## config.mk

```make
export PLATFORM = sky130hd
export DESIGN_NAME = decoding_graph_controller
export DESIGN_NICKNAME = d
export VERILOG_FILES = /design/src/rtl/decoding_graph_controller_pkg.sv /design/src/rtl/decoding_graph_controller_or_reduce.sv /design/src/rtl/decoding_graph_controller.sv
export SDC_FILE = /design/constraint.sdc
export NUM_CORES = 1
export LEC_CHECK = 0
export ABC_AREA = 1
export CAP_MARGIN = 20
export CORE_ASPECT_RATIO = 1.2
export CORE_MARGIN = 10
export CORE_UTILIZATION = 41
export DETAILED_ROUTE_END_ITERATION = 8
export GPL_TIMING_DRIVEN = 0
export PLACE_DENSITY = 0.88
export SLEW_MARGIN = 10
export SYNTH_ARGS = -nofsm -noshare
export SYNTH_HDL_FRONTEND = slang
export SYNTH_SLANG_ARGS = --single-unit
```

## constraint.sdc

```tcl
create_clock -name clk -period 3.9 [get_ports clk]
set_input_delay 0.585 -clock clk [delete_from_list [all_inputs] [get_ports clk]]
set_output_delay 0.585 -clock clk [all_outputs]
set_load 0.01 [all_outputs]
```

## src/rtl/decoding_graph_controller_pkg.sv

```systemverilog
// rtl/decoding_graph_controller_pkg.sv - shared stage encodings and controller states for the decoding graph
// Build option DECODING_GRAPH_CTRL_ITER_LIMIT_EN is consumed by decoding_graph_controller.
package decoding_graph_controller_pkg;

  localparam int STAGE_WIDTH = 3;

  localparam logic [STAGE_WIDTH-1:0] STAGE_IDLE                = 3'd0;
  localparam logic [STAGE_WIDTH-1:0] STAGE_MEASUREMENT_LOADING = 3'd1;
  localparam logic [STAGE_WIDTH-1:0] STAGE_MERGE               = 3'd2;
  localparam logic [STAGE_WIDTH-1:0] STAGE_GROW                = 3'd3;
  localparam logic [STAGE_WIDTH-1:0] STAGE_RESULT_VALID        = 3'd4;

  typedef logic [2:0] ctrl_state_t;

  localparam ctrl_state_t S_IDLE   = 3'd0;
  localparam ctrl_state_t S_LOAD   = 3'd1;
  localparam ctrl_state_t S_MERGE  = 3'd2;
  localparam ctrl_state_t S_GROW   = 3'd3;
  localparam ctrl_state_t S_REPORT = 3'd4;

  function automatic int max3(input int a, input int b, input int c);
    int m;
    m = (a > b) ? a : b;
    return (m > c) ? m : c;
  endfunction

  function automatic logic [STAGE_WIDTH-1:0] stage_of(input ctrl_state_t s);
    case (s)
      S_LOAD:   return STAGE_MEASUREMENT_LOADING;
      S_MERGE:  return STAGE_MERGE;
      S_GROW:   return STAGE_GROW;
      S_REPORT: return STAGE_RESULT_VALID;
      default:  return STAGE_IDLE;
    endcase
  endfunction

endpackage

```

## src/rtl/decoding_graph_controller_or_reduce.sv

```systemverilog
// rtl/decoding_graph_controller_or_reduce.sv - registered OR reduction of a per-PU flag vector
module pipelined_or_reduce #(
  parameter int WIDTH = 1
) (
  input  logic             clk,
  input  logic             reset,
  input  logic [WIDTH-1:0] i_data,
  output logic             o_any
);

  logic r_any;

  always_ff @(posedge clk) begin
    if (!reset) r_any <= 1'b0;
    else        r_any <= |i_data;
  end

  assign o_any = r_any;

endmodule

```

## src/rtl/decoding_graph_controller.sv

```systemverilog
// rtl/decoding_graph_controller.sv - syndrome loader, merge/grow sequencer and root streamer
// Optional growth cap: define DECODING_GRAPH_CTRL_ITER_LIMIT_EN.
module decoding_graph_controller
  import decoding_graph_controller_pkg::*;
#(
  parameter int CODE_DISTANCE_X    = 3,
  parameter int CODE_DISTANCE_Z    = 2,
  parameter int MEASUREMENT_ROUNDS = 3,
  parameter int ADDRESS_WIDTH      = 3 * $clog2(max3(CODE_DISTANCE_X, CODE_DISTANCE_Z, MEASUREMENT_ROUNDS)),
  parameter int MAX_ITERATIONS     = 16,
  parameter int SETTLE_CYCLES      = 2,
  localparam int LAYER      = CODE_DISTANCE_X * CODE_DISTANCE_Z,
  localparam int PU_COUNT   = LAYER * MEASUREMENT_ROUNDS,
  localparam int IDX_WIDTH  = (PU_COUNT > 1) ? $clog2(PU_COUNT) : 1,
  localparam int ITER_WIDTH = $clog2(MAX_ITERATIONS + 1)
) (
  input  logic                              clk,
  input  logic                              reset,
  input  logic [LAYER-1:0]                  meas_in,
  input  logic                              meas_valid,
  output logic                              meas_ready,
  output logic [PU_COUNT-1:0]               measurements,
  output logic [STAGE_WIDTH-1:0]            stage,
  output logic                              global_stage,
  input  logic [PU_COUNT-1:0]               graph_busy,
  input  logic [PU_COUNT-1:0]               graph_odd,
  input  logic [ADDRESS_WIDTH*PU_COUNT-1:0] graph_roots,
  output logic [ADDRESS_WIDTH-1:0]          root_data,
  output logic [IDX_WIDTH-1:0]              root_index,
  output logic                              root_valid,
  output logic                              root_last,
  input  logic                              root_ready,
  output logic [ITER_WIDTH-1:0]             iter_count,
  output logic                              timeout,
  output logic                              done
);

  localparam int RW = $clog2(MEASUREMENT_ROUNDS + 1);
  localparam int DW = $clog2(SETTLE_CYCLES + 1);

  ctrl_state_t                r_state, w_next_state;
  logic [STAGE_WIDTH-1:0]     r_stage;
  logic                       r_global_stage, r_done;
  logic [PU_COUNT-1:0]        r_meas;
  logic [RW-1:0]              r_round, w_wr_layer;
  logic [DW-1:0]              r_dwell;
  logic [ITER_WIDTH-1:0]      r_iter;
  logic [ADDRESS_WIDTH-1:0]   r_root_data, w_root_sel;
  logic [IDX_WIDTH-1:0]       r_root_index, w_root_pick;
  logic                       r_root_valid, r_root_last;
  logic                       w_busy_any, w_odd_any, w_accept, w_settled, w_cap, w_beat;

  pipelined_or_reduce #(.WIDTH(PU_COUNT)) u_busy_or (
    .clk(clk), .reset(reset), .i_data(graph_busy), .o_any(w_busy_any)
  );

  pipelined_or_reduce #(.WIDTH(PU_COUNT)) u_odd_or (
    .clk(clk), .reset(reset), .i_data(graph_odd), .o_any(w_odd_any)
  );

  assign meas_ready = reset && (r_state == S_IDLE || r_state == S_LOAD);
  assign w_accept   = meas_valid && meas_ready;
  assign w_wr_layer = (r_state == S_IDLE) ? '0 : r_round;
  assign w_settled  = r_dwell >= DW'(SETTLE_CYCLES - 1);
  assign w_beat     = r_root_valid && root_ready;

`ifdef DECODING_GRAPH_CTRL_ITER_LIMIT_EN
  logic r_timeout;
  assign w_cap   = r_iter == ITER_WIDTH'(MAX_ITERATIONS);
  assign timeout = r_timeout;
`else
  assign w_cap   = 1'b0;
  assign timeout = 1'b0;
`endif

  always_comb begin
    w_next_state = r_state;
    case (r_state)
      S_IDLE:   if (w_accept) w_next_state = (MEASUREMENT_ROUNDS == 1) ? S_MERGE : S_LOAD;
      S_LOAD:   if (w_accept && r_round == RW'(MEASUREMENT_ROUNDS - 1)) w_next_state = S_MERGE;
      S_MERGE:  if (w_settled && !w_busy_any)
                  w_next_state = (w_odd_any && !w_cap) ? S_GROW : S_REPORT;
      S_GROW:   w_next_state = S_MERGE;
      S_REPORT: if (w_beat && r_root_last) w_next_state = S_IDLE;
      default:  w_next_state = S_IDLE;
    endcase
  end

  // Entering REPORT loads beat 0; each handshake preloads the following beat.
  always_comb begin
    w_root_pick = (r_state == S_MERGE) ? '0 : r_root_index + IDX_WIDTH'(1);
    w_root_sel  = '0;
    for (int p = 0; p < PU_COUNT; p++)
      if (w_root_pick == IDX_WIDTH'(p)) w_root_sel = graph_roots[p*ADDRESS_WIDTH +: ADDRESS_WIDTH];
  end

  always_ff @(posedge clk) begin
    if (!reset) begin
      r_state        <= S_IDLE;
      r_stage        <= STAGE_IDLE;
      r_global_stage <= 1'b0;
      r_done         <= 1'b0;
      r_meas         <= '0;
      r_round        <= '0;
      r_dwell        <= '0;
      r_iter         <= '0;
      r_root_data    <= '0;
      r_root_index   <= '0;
      r_root_valid   <= 1'b0;
      r_root_last    <= 1'b0;
    end else begin
      r_state        <= w_next_state;
      r_stage        <= stage_of(w_next_state);
      r_global_stage <= w_next_state != r_state;
      r_done         <= (r_state == S_REPORT) && (w_next_state == S_IDLE);

      if (w_accept) begin
        for (int k = 0; k < MEASUREMENT_ROUNDS; k++)
          if (w_wr_layer == RW'(k)) r_meas[k*LAYER +: LAYER] <= meas_in;
        r_round <= w_wr_layer + RW'(1);
        if (r_state == S_IDLE) r_iter <= '0;
      end

      if (r_state != S_MERGE) r_dwell <= '0;
      else if (!w_settled)    r_dwell <= r_dwell + DW'(1);

      if (r_state == S_MERGE && w_next_state == S_GROW && r_iter != '1)
        r_iter <= r_iter + ITER_WIDTH'(1);

      if (r_state == S_MERGE && w_next_state == S_REPORT) begin
        r_root_valid <= 1'b1;
        r_root_index <= '0;
        r_root_data  <= w_root_sel;
        r_root_last  <= PU_COUNT == 1;
      end else if (r_state == S_REPORT && w_beat) begin
        if (r_root_last) begin
          r_root_valid <= 1'b0;
          r_root_last  <= 1'b0;
        end else begin
          r_root_index <= w_root_pick;
          r_root_data  <= w_root_sel;
          r_root_last  <= w_root_pick == IDX_WIDTH'(PU_COUNT - 1);
        end
      end
    end
  end

`ifdef DECODING_GRAPH_CTRL_ITER_LIMIT_EN
  always_ff @(posedge clk) begin
    if (!reset)                                    r_timeout <= 1'b0;
    else if (w_accept && r_state == S_IDLE)        r_timeout <= 1'b0;
    else if (r_state == S_MERGE && w_settled && !w_busy_any && w_odd_any && w_cap)
                                                   r_timeout <= 1'b1;
  end
`endif

  assign measurements = r_meas;
  assign stage        = r_stage;
  assign global_stage = r_global_stage;
  assign root_data    = r_root_data;
  assign root_index   = r_root_index;
  assign root_valid   = r_root_valid;
  assign root_last    = r_root_last;
  assign iter_count   = r_iter;
  assign done         = r_done;

endmodule
```

==> impl_metrics.xml, run 1 <==
<?xml version="1.0" encoding="UTF-8"?>
<metrics>
  <group name="sta">
    <metric name="rsz0062_at_grt" unit="">no</metric>
    <metric name="relSlewSlack" unit="">0.589</metric>
    <metric name="hold_violations" unit="">0</metric>
    <metric name="slew_viol_final" unit="">0</metric>
    <metric name="pnr_worst_setup_slack" unit="ns">1.22</metric>
    <metric name="fin_worst_skew" unit="ns">0.00636</metric>
    <metric name="share_of_the_cycle_needed_by_the_critical_path_after_routing" unit="">0.688</metric>
    <metric name="finalSetupViolCount" unit="">0</metric>
    <metric name="fmax" unit="GHz">0.373</metric>
    <metric name="setup_tns" unit="ns">0</metric>
    <metric name="post-route-min-period" unit="ns">2.68</metric>
    <metric name="timing_worst_slew_pin_value" unit="ns">0.612</metric>
  </group>
  <group name="yosys">
    <metric name="count_of_flip_flops_with_a_built_in_enable_after_synthesis" unit="">0</metric>
    <metric name="main_combinational_cell_family_by_area_after_synthesis" unit="">simple AND/OR/NAND/NOR gates</metric>
    <metric name="synth_compound_area_frac" unit="">0.0962</metric>
    <metric name="post_synth_num_cell_types" unit="">37</metric>
    <metric name="share_of_synthesized_area_spent_on_multiplexers" unit="">0</metric>
    <metric name="synth_seq_area_share" unit="">0.310</metric>
    <metric name="area_leader_netlist" unit="">sky130_fd_sc_hd__dfxtp_1</metric>
    <metric name="synth_largest_type_area_fraction" unit="">0.310</metric>
    <metric name="synthTopCellsByArea" unit="">sky130_fd_sc_hd__dfxtp_1 31%, sky130_fd_sc_hd__nand2_1 18%, sky130_fd_sc_hd__a21oi_1 6.7%</metric>
    <metric name="async_flop_share" unit="">0</metric>
    <metric name="post_synth_instance_area" unit="µm²">3220</metric>
    <metric name="post_synth_inst_count" unit="">510</metric>
    <metric name="synth_xor_xnor_area_share" unit="">0.00815</metric>
    <metric name="synth_area_per_cell" unit="µm²">6.32</metric>
    <metric name="syn_nets" unit="">671</metric>
    <metric name="warnings_synthesis" unit="">0</metric>
    <metric name="post_synth_adder_cell_area" unit="">0.0272</metric>
    <metric name="post_synthesis_share_of_cell_area_spent_on_and_or_nand_and_nor_gates" unit="">0.469</metric>
    <metric name="synth_flop_cell" unit="">sky130_fd_sc_hd__dfxtp_1</metric>
    <metric name="synth.ff_latch_count" unit="">50</metric>
  </group>
  <group name="floorplan">
    <metric name="floorplan.core_area" unit="µm²">7660</metric>
    <metric name="design.die.area" unit="µm²">11800</metric>
    <metric name="floorplan.initialDensity" unit="">0.421</metric>
    <metric name="die_w" unit="µm">101</metric>
    <metric name="fp.dieH" unit="µm">117</metric>
    <metric name="io_pins" unit="">197</metric>
    <metric name="placementRows" unit="">35</metric>
  </group>
  <group name="power">
    <metric name="power.leakage" unit="nW">2.11</metric>
    <metric name="power.density" unit="nW/µm²">222</metric>
    <metric name="power.ir.vdd_worst" unit="µV">196</metric>
  </group>
  <group name="route">
    <metric name="drtAntennaViolNets" unit="">0</metric>
    <metric name="total_vias_in_the_final_route" unit="">4108</metric>
    <metric name="routed_via_density" unit="">5.10</metric>
    <metric name="drc" unit="">0</metric>
    <metric name="detailedRoute.firstIterationViolations" unit="">192</metric>
    <metric name="drt-pass1-iter-count" unit="">6</metric>
    <metric name="routed_wire_length_per_instance" unit="µm">16.0</metric>
    <metric name="route.final.wire_length" unit="mm">12.9</metric>
  </group>
  <group name="run_status">
    <metric name="status" unit="">finished clean</metric>
  </group>
  <group name="finish">
    <metric name="fillers" unit="">657</metric>
    <metric name="finalNetCount" unit="">873</metric>
    <metric name="multi_input_combinational_cell_area" unit="µm²">1940</metric>
    <metric name="layout_common_cells" unit="">195 x sky130_fd_sc_hd__clkdlybuf4s50_1, 153 x sky130_fd_sc_hd__nand2_1, 51 x sky130_fd_sc_hd__nor2_1</metric>
    <metric name="layout_commonest_cell" unit="">sky130_fd_sc_hd__clkdlybuf4s50_1</metric>
    <metric name="post_route_cells_drive_above_1_share" unit="">0.0771</metric>
    <metric name="area_growth_syn_to_layout" unit="%">68.6</metric>
    <metric name="seqCellArea" unit="µm²">1000</metric>
  </group>
  <group name="placed_design">
    <metric name="post-place-ws" unit="ns">0.925</metric>
    <metric name="gp_congestion" unit="">0.954</metric>
    <metric name="placement.io_buffers" unit="">195</metric>
    <metric name="place.detailed.hpwl" unit="mm">11.3</metric>
  </group>
  <group name="clock_network">
    <metric name="cts.root.buffer_cell" unit="">sky130_fd_sc_hd__clkbuf_8</metric>
    <metric name="cts_tree" unit="">yes</metric>
    <metric name="cts.sink_count" unit="">50</metric>
    <metric name="clk_pin_slew_worst_paths" unit="ns">0.09</metric>
    <metric name="postCtsResizedCells" unit="">0</metric>
    <metric name="post_cts.repair.setup_buffers" unit="">0</metric>
    <metric name="htree_levels" unit="">2</metric>
    <metric name="clock_latency_at_the_later_pin_of_the_worst_skew_pair" unit="ns">0.30</metric>
    <metric name="ctsLongestPathBuffers" unit="">2</metric>
    <metric name="cts_inserted_buffers" unit="">5</metric>
    <metric name="cts_hold_buffers" unit="">0</metric>
  </group>
  <group name="critical_path">
    <metric name="critPathLaunchType" unit="">input port</metric>
    <metric name="worst-r2r-setup-slack" unit="ns">1.43</metric>
    <metric name="critical_path_peak_fanout" unit="">8</metric>
    <metric name="critPathArrivalTime" unit="ns">2.85</metric>
    <metric name="critical_path.endpoint_type" unit="">flip-flop</metric>
    <metric name="reg2regPathDepth" unit="">18</metric>
    <metric name="crit-reg2reg-capture" unit="">root_data[5]</metric>
    <metric name="critical_path_required" unit="ns">4.07</metric>
    <metric name="cp_launch_point" unit="">reset</metric>
    <metric name="regToRegStartpoint" unit="">root_index[0]</metric>
    <metric name="path_class" unit="">input port to flip-flop</metric>
  </group>
  <group name="global_route">
    <metric name="first_global_vias" unit="">4320</metric>
    <metric name="grt_overflow" unit="">0</metric>
    <metric name="antenna_found_initial" unit="">1</metric>
    <metric name="grt_max_degree" unit="">16</metric>
    <metric name="grt.total_usage" unit="">0.216</metric>
    <metric name="grt_pass1_wl" unit="mm">20.7</metric>
  </group>
  <group name="hold_path">
    <metric name="worstHoldPathType" unit="">flip-flop to flip-flop</metric>
    <metric name="holdCritStartpoint" unit="">measurements[8]</metric>
    <metric name="hold-path-endpoint" unit="">measurements[8]</metric>
    <metric name="worstHoldPathCells" unit="">2</metric>
  </group>
  <group name="run">
    <metric name="maxCapViolations" unit="">0</metric>
  </group>
</metrics>
==> synthesized netlist by cell type (all sizes together) (7+ instances only) <==
| cell type | instances |
|---|---|
| a21oi | 44 |
| dfxtp | 50 |
| ha | 7 |
| inv | 58 |
| nand2 | 161 |
| nand3 | 38 |
| nand4 | 24 |
| nor2 | 65 |
| nor3b | 7 |
| nor4 | 10 |
| o21ai | 12 |
| or2 | 8 |
==> layout make-up <==
cell class / count / area share
Clock inverter: 2 / 0.0110
Antenna cell: 1 / 0.000460
Multi-Input combinational cell: 390 / 0.357
Clock buffer: 6 / 0.0152
Inverter: 60 / 0.0414
Timing Repair Buffer: 195 / 0.359
Buffer: 10 / 0.0106
Tap cell: 92 / 0.0212
Sequential cell: 50 / 0.184
==> critical path, cell delays in order <==
cell and delay (ns):
sky130_fd_sc_hd__clkdlybuf4s50_1 0.49, sky130_fd_sc_hd__clkinv_1 0.22, sky130_fd_sc_hd__nor2_2 0.18, sky130_fd_sc_hd__nand2_1 0.18, sky130_fd_sc_hd__nor3_2 0.18, sky130_fd_sc_hd__nand3_1 0.11
sky130_fd_sc_hd__o211ai_1 0.14, sky130_fd_sc_hd__nor3b_2 0.42, sky130_fd_sc_hd__nor2_1 0.18, sky130_fd_sc_hd__nand2_1 0.10, sky130_fd_sc_hd__a21oi_1 0.06
==> cells by family (layout without fill, tap and decap cells) <==
kind of cell             after synthesis  count (layout)
AO/OA/AOI/OAI                         60              60
XOR/XNOR                               3               3
adder cells (fa/ha/maj)                7               7
buffers and inverters                 70             273
flip-flops                            50              50
other                                  1               2
AND/OR/NAND/NOR                      319             319
==> registers in the layout (all words and copies together) (netlist names) <==
signal,flops
measurements,18
root_data,6
iter_count,5
root_index,5
r_state,3
stage,3
r_dwell,2
r_round,2
done,1
global_stage,1
root_last,1
root_valid,1
u_busy_or.o_any,1
u_odd_or.o_any,1
==> metrics by stage <==
stage	instance area (µm²)	total power, W	std cells	hold WS, ns	utilization
final	5440	0.00121	806	0.468	0.709
after global placement	5290	0.000774	797	0.448	0.690
after detailed placement	5290	0.000777	797	0.458	0.690
after CTS	5430	0.00122	805	0.472	0.709
after floorplan	3220	0.000591	510	0.468	-
after global routing	5440	0.00126	806	0.499	0.709
==> worst max-delay path by stage <==
| stage | to | slack, ns |
|---|---|---|
| 6_report | iter_count[4] | 1.22 |
| 5_1_grt | iter_count[1] | 0.97 |
| 4_1_cts | iter_count[1] | 1.24 |
| 3_5_place_dp | iter_count[1] | 0.93 |
| 3_3_place_gp | iter_count[2] | 1.02 |
| 2_1_floorplan | iter_count[2] | 1.80 |
==> power by group <==
group	total, W	switching (W)	internal (W)
Clock	0.000439	0.000166	0.000273
Sequential	0.000524	0.00000431	0.000520
Combinational	0.000243	0.0000766	0.000166
Total	0.00121	0.000247	0.000959
==> metal layers <==
| metal | global-route usage | up-vias | part of all wire |
|---|---|---|---|
| met4 | 0.0605 | 0 | 0.020 |
| met2 | 0.397 | 179 | 0.51 |
| met3 | 0.101 | 19 | 0.12 |
| met1 | 0.211 | 1844 | 0.35 |
| met5 | 0 | - | 0 |
| li1 | - | 2066 | - |
No activity file was read; power rests on OpenSTA's default activity.
==> inputs of run 2 (changes only) <==
- CORE_UTILIZATION: 41 -> 38
- PLACE_DENSITY: 0.88 -> 0.82
- clock period: 3.9 -> 2.65 ns (I/O delays scaled with it)
==> run 2 against run 1 <==
Critical path depth did not move. Hold slack got worse by 0.0056 ns. Largest power group unchanged. Die area up 6.4%. Count of clock-buffer cells in the layout shrank 1. Clock skew increased by 0.0043 ns. Global-route usage fell by 2.6 points. Critical endpoint is now iter_count[3]. Non-clock buffer count is the same.
==> impl_metrics.xml, run 2 (synthesis results as in run 1) <==
<?xml version="1.0" encoding="UTF-8"?>
<metrics>
  <group name="route">
    <metric name="detailedRoute.firstIterationViolations" unit="">143</metric>
    <metric name="route.final.wire_length" unit="mm">12.4</metric>
    <metric name="total_vias_in_the_final_route" unit="">3953</metric>
    <metric name="routed_wire_length_per_instance" unit="µm">15.0</metric>
    <metric name="drtAntennaViolNets" unit="">0</metric>
    <metric name="routed_via_density" unit="">4.78</metric>
    <metric name="drc" unit="">0</metric>
    <metric name="drt-pass1-iter-count" unit="">4</metric>
  </group>
  <group name="finish">
    <metric name="final_area" unit="µm²">5440</metric>
    <metric name="layout_commonest_cell" unit="">sky130_fd_sc_hd__clkdlybuf4s50_1</metric>
    <metric name="multi_input_combinational_cell_area" unit="µm²">1950</metric>
    <metric name="seqCellArea" unit="µm²">1000</metric>
    <metric name="finalNetCount" unit="">873</metric>
    <metric name="fillers" unit="">758</metric>
    <metric name="post_route_cells_drive_above_1_share" unit="">0.0813</metric>
    <metric name="antenna-diode-count" unit="">0</metric>
    <metric name="layout_common_cells" unit="">195 x sky130_fd_sc_hd__clkdlybuf4s50_1, 153 x sky130_fd_sc_hd__nand2_1, 51 x sky130_fd_sc_hd__nor2_1</metric>
    <metric name="area_growth_syn_to_layout" unit="%">68.8</metric>
    <metric name="flip_flop_count_of_the_largest_register_after_layout" unit="">18</metric>
  </group>
  <group name="floorplan">
    <metric name="placementRows" unit="">36</metric>
    <metric name="die_w" unit="µm">104</metric>
    <metric name="floorplan.initialDensity" unit="">0.393</metric>
    <metric name="floorplan.core_area" unit="µm²">8200</metric>
    <metric name="design.die.area" unit="µm²">12600</metric>
    <metric name="io_pins" unit="">197</metric>
    <metric name="fp.dieH" unit="µm">121</metric>
  </group>
  <group name="clock_network">
    <metric name="cts_tree" unit="">yes</metric>
    <metric name="cts.sink_count" unit="">50</metric>
    <metric name="cts.root.buffer_cell" unit="">sky130_fd_sc_hd__clkbuf_8</metric>
    <metric name="cts_inserted_buffers" unit="">5</metric>
    <metric name="clk_pin_slew_worst_paths" unit="ns">0.09</metric>
    <metric name="htree_levels" unit="">2</metric>
    <metric name="ctsLongestPathBuffers" unit="">2</metric>
    <metric name="clock_latency_at_the_later_pin_of_the_worst_skew_pair" unit="ns">0.30</metric>
    <metric name="cts_hold_buffers" unit="">0</metric>
  </group>
  <group name="critical_path">
    <metric name="critical_path_peak_fanout" unit="">8</metric>
    <metric name="path_class" unit="">input port to flip-flop</metric>
    <metric name="critical_path.endpoint_type" unit="">flip-flop</metric>
    <metric name="critPathLaunchType" unit="">input port</metric>
    <metric name="critical_path_required" unit="ns">2.83</metric>
    <metric name="critPathArrivalTime" unit="ns">2.59</metric>
  </group>
  <group name="global_route">
    <metric name="grt_pass1_wl" unit="mm">19.8</metric>
    <metric name="grt.total_usage" unit="">0.190</metric>
    <metric name="grt_overflow" unit="">0</metric>
    <metric name="grt_max_degree" unit="">17</metric>
    <metric name="antenna_found_initial" unit="">0</metric>
    <metric name="first_global_vias" unit="">4168</metric>
  </group>
  <group name="sta">
    <metric name="finalSetupViolCount" unit="">0</metric>
    <metric name="slew_viol_final" unit="">0</metric>
    <metric name="rsz0062_at_grt" unit="">no</metric>
    <metric name="post-route-min-period" unit="ns">2.41</metric>
    <metric name="fin_worst_skew" unit="ns">0.0106</metric>
    <metric name="hold-worst-slack" unit="ns">0.462</metric>
    <metric name="hold_violations" unit="">0</metric>
    <metric name="share_of_the_cycle_needed_by_the_critical_path_after_routing" unit="">0.910</metric>
    <metric name="relSlewSlack" unit="">0.578</metric>
    <metric name="pnr_worst_setup_slack" unit="ns">0.238</metric>
    <metric name="fmax" unit="GHz">0.415</metric>
    <metric name="timing_worst_slew_pin_value" unit="ns">0.628</metric>
  </group>
  <group name="run">
    <metric name="maxCapViolations" unit="">0</metric>
  </group>
  <group name="power">
    <metric name="p_comb_frac" unit="">0.215</metric>
    <metric name="power.density" unit="nW/µm²">305</metric>
    <metric name="total_switching_power" unit="W">0.000368</metric>
    <metric name="clockPowerShare" unit="">0.321</metric>
    <metric name="totalPowerFinal" unit="W">0.00166</metric>
    <metric name="pwr-share-seq" unit="">0.464</metric>
    <metric name="internal_power" unit="W">0.00129</metric>
    <metric name="power.ir.vdd_worst" unit="µV">268</metric>
    <metric name="power.leakage" unit="nW">2.10</metric>
    <metric name="switching_share_of_power" unit="">0.222</metric>
  </group>
  <group name="run_status">
    <metric name="status" unit="">finished clean</metric>
  </group>
  <group name="placed_design">
    <metric name="placement.io_buffers" unit="">195</metric>
    <metric name="placement.cell_area" unit="µm²">5320</metric>
    <metric name="post-place-ws" unit="ns">-0.161</metric>
    <metric name="gp_congestion" unit="">0.902</metric>
    <metric name="place.detailed.hpwl" unit="mm">10.9</metric>
  </group>
  <group name="hold_path">
    <metric name="worstHoldPathType" unit="">flip-flop to flip-flop</metric>
  </group>
</metrics>
==> run 2: cell types whose count changed in the layout (fill, tap and decap cells not counted), sizes merged <==
cell      delta
bufinv       -1
clkbuf       -1
clkinvlp     +1
diode        -1
inv          +1
==> run 2: worst paths after layout <==
kind	start	endpoint	slack, ns	depth (start not counted)
max reg2reg	root_index[0]	root_data[1]	0.26	18
min	measurements[11]	measurements[11]	0.46	2
min reg2reg	measurements[11]	measurements[11]	0.46	2
max	reset	iter_count[3]	0.24	11
==> run 2: cell type report <==
type | count | share of cell area
buffer | 10 | 0.0106
clock buffer | 5 | 0.0126
clock inverter | 3 | 0.00804
inverter | 60 | 0.0421
multi-input combinational | 390 | 0.358
sequential | 50 | 0.184
tap | 114 | 0.0262
timing repair buffer | 195 | 0.359
==> run 2: stage by stage <==
stage | instances | utilization | setup TNS [ns]
finish | 827 | 0.664 | 0
global route | 827 | 0.664 | 0
CTS | 827 | 0.663 | 0
detailed placement | 819 | 0.649 | -0.764
global placement | 819 | 0.649 | -0.372
floorplan | 510 | - | 0
==> run 2: metal layers <==
layer	GRT usage	part of all wire
met5	0	0
met4	0.0505	0.018
met3	0.0739	0.083
met2	0.356	0.51
met1	0.193	0.39
==> run 2: timing repair <==
item | in CTS | in global routing
resized for setup | 0 | 4
setup endpoints to repair | 0 | 8
buffers inserted | 0 | 0
==> run 2: critical path: stages <==
cell,delay (ns)
sky130_fd_sc_hd__clkdlybuf4s50_1,0.55
sky130_fd_sc_hd__clkinvlp_4,0.19
sky130_fd_sc_hd__nor2_2,0.16
sky130_fd_sc_hd__nand2_1,0.18
sky130_fd_sc_hd__nor3_2,0.21
sky130_fd_sc_hd__nand3_1,0.13
sky130_fd_sc_hd__o211ai_1,0.14
sky130_fd_sc_hd__nor3b_4,0.34
sky130_fd_sc_hd__nor2_1,0.16
sky130_fd_sc_hd__nand2_1,0.09
sky130_fd_sc_hd__a21oi_1,0.06
==> run 2: power groups by stage <==
stage	clock (W)	combinational [W]	sequential, W
final	0.000533	0.000356	0.000771
after global routing	0.000574	0.000383	0.000773
after CTS	0.000548	0.000357	0.000771
after detailed placement	0	0.000356	0.000789
after global placement	0	0.000352	0.000788
after floorplan	0	0.0000778	0.000792
==> inputs of run 3 (changes only) <==
- CELL_PAD_IN_SITES_DETAIL_PLACEMENT: unset -> 2
- CELL_PAD_IN_SITES_GLOBAL_PLACEMENT: unset -> 2
- CORE_UTILIZATION: 38 -> 18
- PLACE_DENSITY: 0.82 -> unset
- PLACE_DENSITY_LB_ADDON: unset -> 0.1
- REMOVE_ABC_BUFFERS: unset -> 1
==> run 3 against run 2 <==
Routed wire length increased by 27%. Clock skew down 0.0042 ns. Via count increased by 4.4%. Global-route usage shrank 6.2 points. First-iteration DRC count is 58% lower. Clock power is 62% higher. Sequential power barely moved. Critical path depth rose by 7. Power rose by 20%. Hold slack gained 0.0045 ns. Die area increased by 88%. Non-clock buffer count down 3. Critical path type is now flip-flop to flip-flop. Largest cell class unchanged.
==> impl_metrics.xml, run 3 (synthesis results as in run 1) <==
<?xml version="1.0" encoding="UTF-8"?>
<metrics>
  <group name="route">
    <metric name="route.final.wire_length" unit="mm">15.8</metric>
    <metric name="detailedRoute.firstIterationViolations" unit="">60</metric>
    <metric name="wl_met3" unit="mm">1.37</metric>
    <metric name="drtAntennaViolNets" unit="">0</metric>
    <metric name="drt-pass1-iter-count" unit="">4</metric>
    <metric name="total_vias_in_the_final_route" unit="">4128</metric>
    <metric name="route.met2.wl" unit="mm">8.50</metric>
    <metric name="drc" unit="">0</metric>
    <metric name="maxUsedRoutingLayer" unit="">met4</metric>
    <metric name="routed_wire_length_per_instance" unit="µm">17.0</metric>
    <metric name="routedLengthMet1" unit="mm">5.83</metric>
    <metric name="routed_via_density" unit="">4.44</metric>
  </group>
  <group name="critical_path">
    <metric name="path_class" unit="">flip-flop to flip-flop</metric>
    <metric name="critPathLaunchType" unit="">flip-flop</metric>
    <metric name="reg2regPathDepth" unit="">18</metric>
    <metric name="critical_path.endpoint_type" unit="">flip-flop</metric>
    <metric name="path_cells" unit="">ha_4 &gt; nand3_1 &gt; nand2_2 &gt; nand3_4 &gt; nand2_4 &gt; nor2_2 &gt; nand2_1 &gt; nand2_1 &gt; nor2_2 &gt; nand4_1 &gt; nor2_1 &gt; nand4_1 &gt; nor2_2 &gt; nand4_1 &gt; nor2_1 &gt; nand4_1 &gt; nand2_1 &gt; inv_1</metric>
    <metric name="critical_path_peak_fanout" unit="">6</metric>
    <metric name="critPathArrivalTime" unit="ns">2.62</metric>
    <metric name="crit-reg2reg-capture" unit="">root_data[5]</metric>
    <metric name="slowest_stage" unit="">sky130_fd_sc_hd__dfxtp_4</metric>
    <metric name="regToRegStartpoint" unit="">root_index[0]</metric>
    <metric name="cp_launch_point" unit="">root_index[0]</metric>
    <metric name="crit_top_cell" unit="">sky130_fd_sc_hd__nand4_1</metric>
    <metric name="critical_path_required" unit="ns">2.85</metric>
    <metric name="worst-r2r-setup-slack" unit="ns">0.23</metric>
    <metric name="critPathMaxStageDelay" unit="ns">0.39</metric>
  </group>
  <group name="placed_design">
    <metric name="place.detailed.hpwl" unit="mm">13.7</metric>
    <metric name="gp_congestion" unit="">0.816</metric>
    <metric name="placement.io_buffers" unit="">195</metric>
    <metric name="placement.cell_area" unit="µm²">5390</metric>
  </group>
  <group name="sta">
    <metric name="fmax" unit="GHz">0.413</metric>
    <metric name="finalSetupViolCount" unit="">0</metric>
    <metric name="hold_violations" unit="">0</metric>
    <metric name="post-route-min-period" unit="ns">2.42</metric>
    <metric name="rsz0062_at_grt" unit="">yes</metric>
    <metric name="fin_worst_skew" unit="ns">0.00643</metric>
    <metric name="share_of_the_cycle_needed_by_the_critical_path_after_routing" unit="">0.914</metric>
    <metric name="slew_viol_final" unit="">0</metric>
    <metric name="timing_worst_slew_pin_value" unit="ns">0.765</metric>
    <metric name="relSlewSlack" unit="">0.486</metric>
    <metric name="setup_tns" unit="ns">0</metric>
  </group>
  <group name="global_route">
    <metric name="grt_pass1_wl" unit="mm">24.8</metric>
    <metric name="first_global_vias" unit="">4715</metric>
    <metric name="grt.total_usage" unit="">0.128</metric>
    <metric name="grt_max_degree" unit="">35</metric>
    <metric name="grt_overflow" unit="">0</metric>
    <metric name="antenna_found_initial" unit="">0</metric>
  </group>
  <group name="finish">
    <metric name="fillers" unit="">2087</metric>
    <metric name="flip_flop_count_of_the_largest_register_after_layout" unit="">18</metric>
    <metric name="finalNetCount" unit="">870</metric>
    <metric name="layout_commonest_cell" unit="">sky130_fd_sc_hd__clkdlybuf4s50_1</metric>
    <metric name="layout_common_cells" unit="">194 x sky130_fd_sc_hd__clkdlybuf4s50_1, 151 x sky130_fd_sc_hd__nand2_1, 50 x sky130_fd_sc_hd__inv_1</metric>
    <metric name="post_route_cells_drive_above_1_share" unit="">0.100</metric>
    <metric name="area_growth_syn_to_layout" unit="%">77.6</metric>
    <metric name="final_area" unit="µm²">5730</metric>
    <metric name="antenna-diode-count" unit="">0</metric>
  </group>
  <group name="clock_network">
    <metric name="htree_levels" unit="">2</metric>
    <metric name="clock_latency_at_the_later_pin_of_the_worst_skew_pair" unit="ns">0.29</metric>
    <metric name="clk_pin_slew_worst_paths" unit="ns">0.07</metric>
    <metric name="ctsLongestPathBuffers" unit="">2</metric>
    <metric name="cts_tree" unit="">yes</metric>
    <metric name="cts_hold_buffers" unit="">0</metric>
    <metric name="cts.root.buffer_cell" unit="">sky130_fd_sc_hd__clkbuf_16</metric>
    <metric name="cts.sink_count" unit="">50</metric>
    <metric name="cts_inserted_buffers" unit="">5</metric>
  </group>
  <group name="power">
    <metric name="clockPowerShare" unit="">0.433</metric>
    <metric name="power.leakage" unit="nW">2.15</metric>
    <metric name="p_comb_frac" unit="">0.178</metric>
    <metric name="totalPowerFinal" unit="W">0.00199</metric>
    <metric name="power.ir.vdd_worst" unit="µV">275</metric>
    <metric name="switching_share_of_power" unit="">0.210</metric>
    <metric name="power.density" unit="nW/µm²">347</metric>
    <metric name="internal_power" unit="W">0.00157</metric>
    <metric name="total_switching_power" unit="W">0.000418</metric>
    <metric name="pwr-share-seq" unit="">0.388</metric>
  </group>
  <group name="hold_path">
    <metric name="hold-path-endpoint" unit="">measurements[2]</metric>
    <metric name="worstHoldPathCells" unit="">2</metric>
    <metric name="worstHoldPathType" unit="">flip-flop to flip-flop</metric>
    <metric name="holdCritStartpoint" unit="">measurements[2]</metric>
  </group>
  <group name="floorplan">
    <metric name="fp.dieH" unit="µm">167</metric>
    <metric name="floorplan.initialDensity" unit="">0.183</metric>
    <metric name="die_w" unit="µm">142</metric>
    <metric name="io_pins" unit="">197</metric>
    <metric name="design.die.area" unit="µm²">23700</metric>
    <metric name="floorplan.core_area" unit="µm²">17600</metric>
    <metric name="placementRows" unit="">53</metric>
  </group>
  <group name="run">
    <metric name="maxCapViolations" unit="">0</metric>
  </group>
  <group name="run_status">
    <metric name="status" unit="">finished clean</metric>
  </group>
</metrics>
-- run 3: cell count changes in the layout (fill, tap and decap cells not counted), sizes merged --
cell and delta:
clkdlybuf4s15 +1, clkdlybuf4s50 -1, clkinv -1, bufinv +1, clkbuf -5, clkinvlp -1
buf +3
-- run 3: per-layer routing --
metal  up-vias  global-route usage
li1       2052                   -
met1      1965               0.125
met2       105               0.245
met3         6              0.0509
met4         0              0.0267
met5         -                   0
-- run 3: what timing repair did --
item                                    4_1_cts  5_1_grt
cloned                                        0        0
endpoints found under the setup margin       33       11
endpoints found under the hold margin         0        0
resized for setup                            10       16
pin swaps                                     0        8
setup buffers                                 0        7
-- run 3: final cells by class --
class                   count  area (µm²)  area share
well taps                 220         275      0.0481
flip-flops and latches     50        1010       0.177
repair buffers            202        2010       0.350
clock inverters             2        60.1      0.0105
multi-input cells         390        2000       0.350
clock buffers               6         139      0.0243
inverters                  60         233      0.0406
-- run 3: power groups by stage --
| stage | Clock (W) | Sequential (W) | Combinational (W) |
|---|---|---|---|
| final | 0.000862 | 0.000772 | 0.000354 |
| after global routing | 0.000925 | 0.000774 | 0.000386 |
| after CTS | 0.000906 | 0.000774 | 0.000359 |
| after detailed placement | 0 | 0.000792 | 0.000357 |
| after global placement | 0 | 0.000791 | 0.000350 |
| after floorplan | 0 | 0.000794 | 0.0000686 |
-- run 3: through the flow --
step	hold WS [ns]	utilization	std cells	worst slack [ns]
global placement	0.450	0.307	915	-1.58
finish	0.467	0.326	930	0.229
global route	0.502	0.326	930	-0.0448
detailed placement	0.462	0.307	915	-1.61
CTS	0.475	0.320	923	0.0296
floorplan	0.467	-	500	0.222
-- run 3: worst max path at each step --
stage                    end  slack [ns]  cells past startpoint
6_report        root_data[5]        0.23                     18
5_1_grt         root_data[5]       -0.04                     18
4_1_cts         root_data[4]        0.03                     18
3_5_place_dp   iter_count[1]       -1.61                     11
3_3_place_gp   iter_count[2]       -1.58                     11
2_1_floorplan  iter_count[2]        0.22                     10
-- run 3: critical path: cells and delay by family, from the launching register on --
family / cells / cell delay, ns
buf+inv: 1 / 0.03
flops: 1 / 0.39
simple gates: 16 / 1.72
fa+ha+maj: 1 / 0.15
